<file path="config.mk">
export PLATFORM = sky130hd
export DESIGN_NAME = pipe_stall_ctrl_flat
export DESIGN_NICKNAME = d
export VERILOG_FILES = /design/src/rtl/pipe_stall_ctrl_if.sv /design/src/rtl/pipe_stall_ctrl.sv /design/src/flat_wrapper.sv
export SDC_FILE = /design/constraint.sdc
export NUM_CORES = 1
export LEC_CHECK = 0
export BUFFER_PORTS_ARGS = -buffer_cell sky130_fd_sc_hd__buf_2
export CELL_PAD_IN_SITES_DETAIL_PLACEMENT = 1
export CELL_PAD_IN_SITES_GLOBAL_PLACEMENT = 1
export CORE_ASPECT_RATIO = 1.25
export CORE_UTILIZATION = 28
export CTS_BUF_LIST = sky130_fd_sc_hd__clkbuf_2 sky130_fd_sc_hd__clkbuf_4 sky130_fd_sc_hd__clkbuf_8
export DETAILED_ROUTE_END_ITERATION = 16
export PLACE_DENSITY_LB_ADDON = 0.1
export SLEW_MARGIN = 30
export SYNTH_ARGS = -nofsm -noshare
export SYNTH_HDL_FRONTEND = slang
export SYNTH_SLANG_ARGS = --single-unit
</file>
<file path="constraint.sdc">
create_clock -name clk -period 1.9 [get_ports clk]
set_input_delay 0.38 -clock clk [delete_from_list [all_inputs] [get_ports clk]]
set_output_delay 0.38 -clock clk [all_outputs]
set_load 0.03 [all_outputs]
</file>
<file path="src/rtl/pipe_stall_ctrl_if.sv">
// rtl/pipe_stall_ctrl_if.sv - hazard/memory handshake and stage-control bundle for pipe_stall_ctrl
//   master: hazard unit / memory side (drives load_use, br_taken, dmem_req, dmem_ready)
//   slave : pipe_stall_ctrl (drives write enables, flushes, memwb_bubble, mem_timeout, stall_cnt)
interface pipe_stall_ctrl_if #(
    parameter int CNT_W = 16
);
    logic             load_use;
    logic             br_taken;
    logic             dmem_req;
    logic             dmem_ready;
    logic             pc_write;
    logic             ifid_write;
    logic             idex_write;
    logic             exmem_write;
    logic             ifid_flush;
    logic             idex_flush;
    logic             memwb_bubble;
    logic             mem_timeout;
    logic [CNT_W-1:0] stall_cnt;

    modport master (
        output load_use, br_taken, dmem_req, dmem_ready,
        input  pc_write, ifid_write, idex_write, exmem_write,
               ifid_flush, idex_flush, memwb_bubble, mem_timeout, stall_cnt
    );

    modport slave (
        input  load_use, br_taken, dmem_req, dmem_ready,
        output pc_write, ifid_write, idex_write, exmem_write,
               ifid_flush, idex_flush, memwb_bubble, mem_timeout, stall_cnt
    );
endinterface

</file>
<file path="src/rtl/pipe_stall_ctrl.sv">
// rtl/pipe_stall_ctrl.sv - pipeline stall/flush controller with memory-wait freeze and timeout abort
//   clk   : rising-edge clock
//   rst_n : synchronous active-low reset
//   bus   : pipe_stall_ctrl_if.slave (hazard inputs in, stage enables/flushes/status out)
//   Optional macro PIPE_STALL_CNT_EN builds the saturating stall counter; otherwise stall_cnt is 0.
module pipe_stall_ctrl #(
    parameter int TIMEOUT = 16,
    parameter int CNT_W   = 16
) (
    input  logic               clk,
    input  logic               rst_n,
    pipe_stall_ctrl_if.slave   bus
);
    localparam int WAIT_W = (TIMEOUT > 1) ? $clog2(TIMEOUT) : 1;
    localparam logic [WAIT_W-1:0] WAIT_LAST = WAIT_W'(TIMEOUT - 1);

    typedef enum logic {
        RUN      = 1'b0,
        MEM_WAIT = 1'b1
    } state_e;

    state_e            state_q, state_d;
    logic [WAIT_W-1:0] wait_q, wait_d;
    logic              timeout_q, timeout_d;
    logic              freeze;

    logic pc_write, ifid_write, idex_write, exmem_write;
    logic ifid_flush, idex_flush, memwb_bubble;

    // In MEM_WAIT the access is already outstanding, so dmem_req is not re-checked.
    always_comb begin
        freeze = 1'b0;
        if (state_q == RUN) begin
            freeze = bus.dmem_req && !bus.dmem_ready;
        end else begin
            freeze = !bus.dmem_ready;
        end
    end

    always_ff @(posedge clk) begin
        if (!rst_n) begin
            state_q   <= RUN;
            wait_q    <= '0;
            timeout_q <= 1'b0;
        end else begin
            state_q   <= state_d;
            wait_q    <= wait_d;
            timeout_q <= timeout_d;
        end
    end

    always_comb begin
        state_d   = state_q;
        wait_d    = wait_q;
        timeout_d = timeout_q;
        case (state_q)
            RUN: begin
                if (freeze) begin
                    state_d = MEM_WAIT;
                    wait_d  = '0;
                end
            end
            MEM_WAIT: begin
                if (bus.dmem_ready) begin
                    state_d = RUN;
                end else if (wait_q == WAIT_LAST) begin
                    // Abort the wait; the counter never wraps because this fires first.
                    state_d   = RUN;
                    timeout_d = 1'b1;
                end else begin
                    wait_d = wait_q + 1'b1;
                end
            end
            default: state_d = RUN;
        endcase
    end

    always_comb begin
        pc_write     = 1'b1;
        ifid_write   = 1'b1;
        idex_write   = 1'b1;
        exmem_write  = 1'b1;
        ifid_flush   = 1'b0;
        idex_flush   = 1'b0;
        memwb_bubble = 1'b0;
        if (!rst_n) begin
            pc_write     = 1'b0;
            ifid_write   = 1'b0;
            idex_write   = 1'b0;
            exmem_write  = 1'b0;
            ifid_flush   = 1'b1;
            idex_flush   = 1'b1;
            memwb_bubble = 1'b1;
        end else if (freeze) begin
            // Hazard inputs are ignored here and re-evaluated on the first non-freeze cycle.
            pc_write     = 1'b0;
            ifid_write   = 1'b0;
            idex_write   = 1'b0;
            exmem_write  = 1'b0;
            memwb_bubble = 1'b1;
        end else if (bus.br_taken) begin
            // Branch wins over load_use: the load-using instruction is squashed anyway.
            ifid_flush = 1'b1;
            idex_flush = 1'b1;
        end else if (bus.load_use) begin
            pc_write   = 1'b0;
            ifid_write = 1'b0;
            idex_flush = 1'b1;
        end
    end

    assign bus.pc_write     = pc_write;
    assign bus.ifid_write   = ifid_write;
    assign bus.idex_write   = idex_write;
    assign bus.exmem_write  = exmem_write;
    assign bus.ifid_flush   = ifid_flush;
    assign bus.idex_flush   = idex_flush;
    assign bus.memwb_bubble = memwb_bubble;
    assign bus.mem_timeout  = timeout_q;

`ifdef PIPE_STALL_CNT_EN
    logic [CNT_W-1:0] stall_q, stall_d;

    always_comb begin
        stall_d = stall_q;
        if (!pc_write && (stall_q != {CNT_W{1'b1}})) begin
            stall_d = stall_q + 1'b1;
        end
    end

    always_ff @(posedge clk) begin
        if (!rst_n) begin
            stall_q <= '0;
        end else begin
            stall_q <= stall_d;
        end
    end

    assign bus.stall_cnt = stall_q;
`else
    assign bus.stall_cnt = '0;
`endif
endmodule

</file>
<file path="src/flat_wrapper.sv">
// flat-port wrapper written by rule: the top's interface ports become plain ports
module pipe_stall_ctrl_flat 
#(
    parameter int TIMEOUT = 16,
    parameter int CNT_W   = 16
)
  (clk, rst_n, bus_load_use, bus_br_taken, bus_dmem_req, bus_dmem_ready, bus_pc_write, bus_ifid_write, bus_idex_write, bus_exmem_write, bus_ifid_flush, bus_idex_flush, bus_memwb_bubble, bus_mem_timeout, bus_stall_cnt);
  pipe_stall_ctrl_if #(.CNT_W(CNT_W)) bus_i ();
  input  logic clk;
  input  logic rst_n;
  input wire logic [$bits(bus_i.load_use)-1:0] bus_load_use;
  input wire logic [$bits(bus_i.br_taken)-1:0] bus_br_taken;
  input wire logic [$bits(bus_i.dmem_req)-1:0] bus_dmem_req;
  input wire logic [$bits(bus_i.dmem_ready)-1:0] bus_dmem_ready;
  output wire logic [$bits(bus_i.pc_write)-1:0] bus_pc_write;
  output wire logic [$bits(bus_i.ifid_write)-1:0] bus_ifid_write;
  output wire logic [$bits(bus_i.idex_write)-1:0] bus_idex_write;
  output wire logic [$bits(bus_i.exmem_write)-1:0] bus_exmem_write;
  output wire logic [$bits(bus_i.ifid_flush)-1:0] bus_ifid_flush;
  output wire logic [$bits(bus_i.idex_flush)-1:0] bus_idex_flush;
  output wire logic [$bits(bus_i.memwb_bubble)-1:0] bus_memwb_bubble;
  output wire logic [$bits(bus_i.mem_timeout)-1:0] bus_mem_timeout;
  output wire logic [$bits(bus_i.stall_cnt)-1:0] bus_stall_cnt;
  assign bus_i.load_use = bus_load_use;
  assign bus_i.br_taken = bus_br_taken;
  assign bus_i.dmem_req = bus_dmem_req;
  assign bus_i.dmem_ready = bus_dmem_ready;
  assign bus_pc_write = bus_i.pc_write;
  assign bus_ifid_write = bus_i.ifid_write;
  assign bus_idex_write = bus_i.idex_write;
  assign bus_exmem_write = bus_i.exmem_write;
  assign bus_ifid_flush = bus_i.ifid_flush;
  assign bus_idex_flush = bus_i.idex_flush;
  assign bus_memwb_bubble = bus_i.memwb_bubble;
  assign bus_mem_timeout = bus_i.mem_timeout;
  assign bus_stall_cnt = bus_i.stall_cnt;
  pipe_stall_ctrl #(.TIMEOUT(TIMEOUT), .CNT_W(CNT_W)) u_core (.clk(clk), .rst_n(rst_n), .bus(bus_i));
endmodule
</file>
# [Word level (Yosys, flattened, before mapping)]
# Cells that the tools add are included.
[word_totals] ff_bits=6 in_bits=6
[classes] add_sub_neg=1 eq_ne=4 muxes=23 bitwise_logic=2 n_reduce_logical=4
[op_table] cell="1-bit 2-to-1 mux" count=18
[op_table] cell="4-bit 2-to-1 mux" count=3
[op_table] cell="4-bit one-hot mux with 2 select lines" count=1
[op_table] cell="3-bit AND reduction" count=2
[op_table] cell="4-bit by 1-bit adder with 4-bit output, second input constant" count=1
[op_table] cell="4-bit == test, second input constant" count=1
[op_table] cell="2-bit != test, second input constant" count=2
[op_table] cell="2-bit by 1-bit != test with 1-bit output, second input constant" count=1
[op_table] cell="1-bit inverter" count=2
[op_table] cell="1-bit one-hot mux with 2 select lines" count=1
[op_table] cell="1-bit logical AND" count=1
[op_table] cell="1-bit logical NOT" count=1

# [Longest topological paths before layout]
[depth] ltp_word=5 depth_mapped=4 ltp_nobuf=4

# [Worst setup path after synthesis]
# OpenSTA, ideal clock, no wires.
[synth_path] kind="input to output" startpoint="input bus_dmem_req" endpoint="output bus_pc_write" arrival_time_ns=1.683 t_required_ns=1.520 setup_slack_ns=-0.163 path_stages=4 cell_sequence="o21bai_2 nand2_1 a21oi_1 buf_4"
[synth_via] elab_chain_cells=4
[synth_lines] element="from (decl)" line="flat_wrapper.sv:13" rtl="input wire logic [$bits(bus_i.dmem_req)-1:0] bus_dmem_req;"
[synth_lines] element="1-bit logical AND" line="pipe_stall_ctrl.sv:34" rtl="freeze = bus.dmem_req && !bus.dmem_ready;"
[synth_lines] element="1-bit 2-to-1 mux" line="pipe_stall_ctrl.sv:33" rtl="if (state_q == RUN) begin"
[synth_lines] element="1-bit 2-to-1 mux (2 in series)"
[synth_lines] element="to (decl)" line="flat_wrapper.sv:15" rtl="output wire logic [$bits(bus_i.pc_write)-1:0] bus_pc_write;"
# Every way passes these cells.

# [Worst setup path after layout]
[layout_path] startpoint="register u_core.state_q" endpoint="output bus_pc_write"
[layout_via] elab_chain_cells=3
[layout_lines] element="from (decl)" line="pipe_stall_ctrl.sv:22" rtl="state_e state_q, state_d;"
[layout_lines] element="from (signal assigned)" line="pipe_stall_ctrl.sv:46" rtl="state_q <= state_d;"
[layout_lines] element="1-bit 2-to-1 mux" line="pipe_stall_ctrl.sv:33"
[layout_lines] element="1-bit 2-to-1 mux" line="pipe_stall_ctrl.sv:94" rtl="end else if (freeze) begin"
[layout_lines] element="1-bit 2-to-1 mux" line="pipe_stall_ctrl.sv:86" rtl="if (!rst_n) begin"
# Every way passes these cells.

==> summary.md <==
| Metric | Value |
|---|---|
| Crit-path leading delay family | compound AO/OA/AOI/OAI gates |
| Post-route cell area | 494 sq um |
| Sequential share of the synthesized area | 26.2% |
| Antenna Cells | 0 |
| Ys Warns | 0 |
| Yosys cell types | 22 |
| Num CTS Buffers | 3 |
| CTS tree | built |
| Status | finished clean |
| Slew Viols, Final | 0 |
| Wire length on met3 | 54 um |
| Critical path's slowest cell | dfxtp_1 |
| Post-Route M1 WL | 390 um |
| # DRC | 0 |
| Hold WC Path Type | in2reg |
| Pwr per Cell Area | 712 mW/mm^2 |
| Die Area | 0.00181 sq mm |
| Num rows | 16 |
| Placement Cell Area | 472 sq um |
| Final period util | 93.2% |
| Most common cell after layout, fill and taps aside | conb_1 |
| Vias in the first global route | 309 |
| Htree depth | 1 |
| Endpoints failing setup | 0 |
| Clock transition at path regs | 50 ps |
| Clock Latency Late Sink | 250 ps |
| PnR Total Power | 0.352 mW |
| Core footprint | 0.00154 sq mm |
| Layout cells sized above 1 | 29.0% |
| CP cell instances | o21bai_2 -> nand2_1 -> a21oi_2 -> buf_2 |
| Worst setup SP type | flip-flop |
| Crit path kind | reg2out |
| Buffers & Inverters on Critical Path | 1 |
| RSZ-0062 raised after global routing | false |
| Initial core utilization | 29.8% |
| DR top layer | met4 |
| CP arrival | 1390 ps |
| Vias/cell | 4.37 |
| Total congestion overflow | 0 |
| Post-CTS Setup Inserts | 0 |
| CTS max path bufs | 2 |
| Nets@finish | 78 |
| Hold_buf cts | 0 |
| Largest net degree at the start of global routing | 9 |
| Worst stage delay on the critical path | 370 ps |
| First-pass GRT wire length | 1370 um |
| Most frequent cells in the layout | conb_1 (16), buf_2 (13), dfxtp_1 (6), o21ai_0 (4) |
| Worst vdd ir | 283 uV |
| Root Driver | clkbuf_4 |
| Post-DRT Antenna Nets | 0 |
| Synth Instances | 56 |
| First-pass DRT Iterations | 4 |
| CP Max Fanout | 7 |
| Die W | 38.2 um |
| Max Clk Rate | 565 MHz |
| Avg WL per Cell | 10.7 um |
| Area Growth Syn to Fin | 7.63% |
| Post-Route Setup TNS | 0 ps |
| Nature of the critical path endpoint | primary output |
| Multi-input gate area | 253 sq um |
| Finished Layout Cells | 87 |
| Detailed placer's ending HPWL | 697 um |
| TritonCTS Sinks | 6 |
| Critical path data required time | 1520 ps |
| Fin. Hold Viols | 0 |
| Initial antenna violation count | 0 |
| Met2 routed WL | 450 um |
| CTS resizes | 0 |
| Tot GR Track Use | 12.2% |
| Post-Route Utilization | 32.1% |
| Tmin final | 1770 ps |
| Skew final | 3.09 ps |
| Routed WL | 930 um |
| Port Buffers | 13 |
| I/O Pins | 30 |
| Syn Area/Cell | 8.20 sq um |
| Seq cells post-synth | 6 |
| Die boundary height | 47.3 um |
| Post-Syn Area | 459 sq um |
| DP Cell Count | 84 |
| Fill cell count | 207 |
| Max Cap Viol | 0 |
| Vias | 380 |
| Flip-flop and latch area | 120 sq um |
| RD Place Congestion | 0.708 |
| Leakage power | 0.235 nW |
| Initial DRC count | 9 |
-- routing by layer --
metal / global-route usage, % / vias to the layer above
met5: 0 / -
met4: 12.9 / 0
met3: 4.27 / 4
met2: 19.3 / 12
met1: 11.7 / 174
li1: - / 190
-- stage by stage --
stage | worst slack [ps] | hold WS (ps)
after floorplan | 65.9 | 470
after global placement | 311 | 450
after detailed placement | 316 | 453
after CTS | 129 | 421
after global routing | 53.1 | 426
final | 130 | 423
-- worst register-to-register path, delay by kind of cell (launching register included) --
| kind | cells | cell delay, ps |
|---|---|---|
| AND/OR/NAND/NOR | 2 | 740 |
| adder cells (fa/ha/maj) | 1 | 240 |
| flip-flops | 1 | 330 |
| AO/OA/AOI/OAI | 1 | 140 |
-- path summary, 6_finish.rpt --
kind | slack (ps) | cells past startpoint | end | startpoint
max | 130 | 4 | bus_pc_write | u_core.state_q$_SDFF_PN0_
min | 420 | 2 | u_core.bus.mem_timeout$_SDFFE_PN0P_ | rst_n
max reg2reg | 380 | 4 | u_core.wait_q[3]$_SDFFE_PN0P_ | u_core.wait_q[0]$_SDFFE_PN0P_
min reg2reg | 470 | 1 | u_core.bus.mem_timeout$_SDFFE_PN0P_ | u_core.bus.mem_timeout$_SDFFE_PN0P_
-- power breakdown --
| part | internal, mW | switching (mW) | total (mW) | leakage, nW |
|---|---|---|---|---|
| Clock | 0.0717 | 0.0493 | 0.121 | 0.0138 |
| Sequential | 0.128 | 0.00261 | 0.131 | 0.0486 |
| Combinational | 0.0186 | 0.0818 | 0.100 | 0.172 |
-- registers in the layout, indices dropped and copies added, names as in the netlist --
register                flops
u_core.wait_q               4
u_core.bus.mem_timeout      1
u_core.state_q              1
-- synth_stat cells --
library cell / number / area share (%)
conb_1: 1 / 0.82
o21ba_2: 1 / 2.2
or3b_2: 1 / 1.9
a21boi_0: 3 / 4.9
nand2_1: 1 / 0.82
o21ai_0: 4 / 4.4
nor2_1: 2 / 1.6
o31ai_1: 2 / 3.3
a311oi_1: 1 / 1.9
ha_1: 1 / 2.7
buf_4: 18 / 29
and4_1: 1 / 1.9
or4_1: 1 / 1.6
nand2b_1: 1 / 1.4
a21oi_1: 3 / 3.3
nor3b_1: 1 / 1.6
o21bai_2: 1 / 2.5
dfxtp_1: 6 / 26
nand4_1: 1 / 1.4
o21a_1: 1 / 1.6
nand3_1: 2 / 2.2
inv_1: 3 / 2.5
-- area by class of cell --
| type | count | area share, % |
|---|---|---|
| Tap cell | 18 | 4.56 |
| Clock buffer | 3 | 4.56 |
| Multi-Input combinational cell | 44 | 51.1 |
| Inverter | 3 | 2.28 |
| Timing Repair Buffer | 13 | 13.2 |
| Sequential cell | 6 | 24.3 |
-- cell families (layout without fill, tap and decap cells) --
| logic type | count (synthesis) | after routing | share of synthesized area, % |
|---|---|---|---|
| other cells | 1 | 16 | 0.817 |
| simple gates | 11 | 11 | 14.4 |
| fa+ha+maj | 1 | 1 | 2.72 |
| compound gates | 16 | 16 | 24.0 |
| flops | 6 | 6 | 26.2 |
| buf+inv | 21 | 19 | 31.9 |
(Power assumes the default switching activity.)
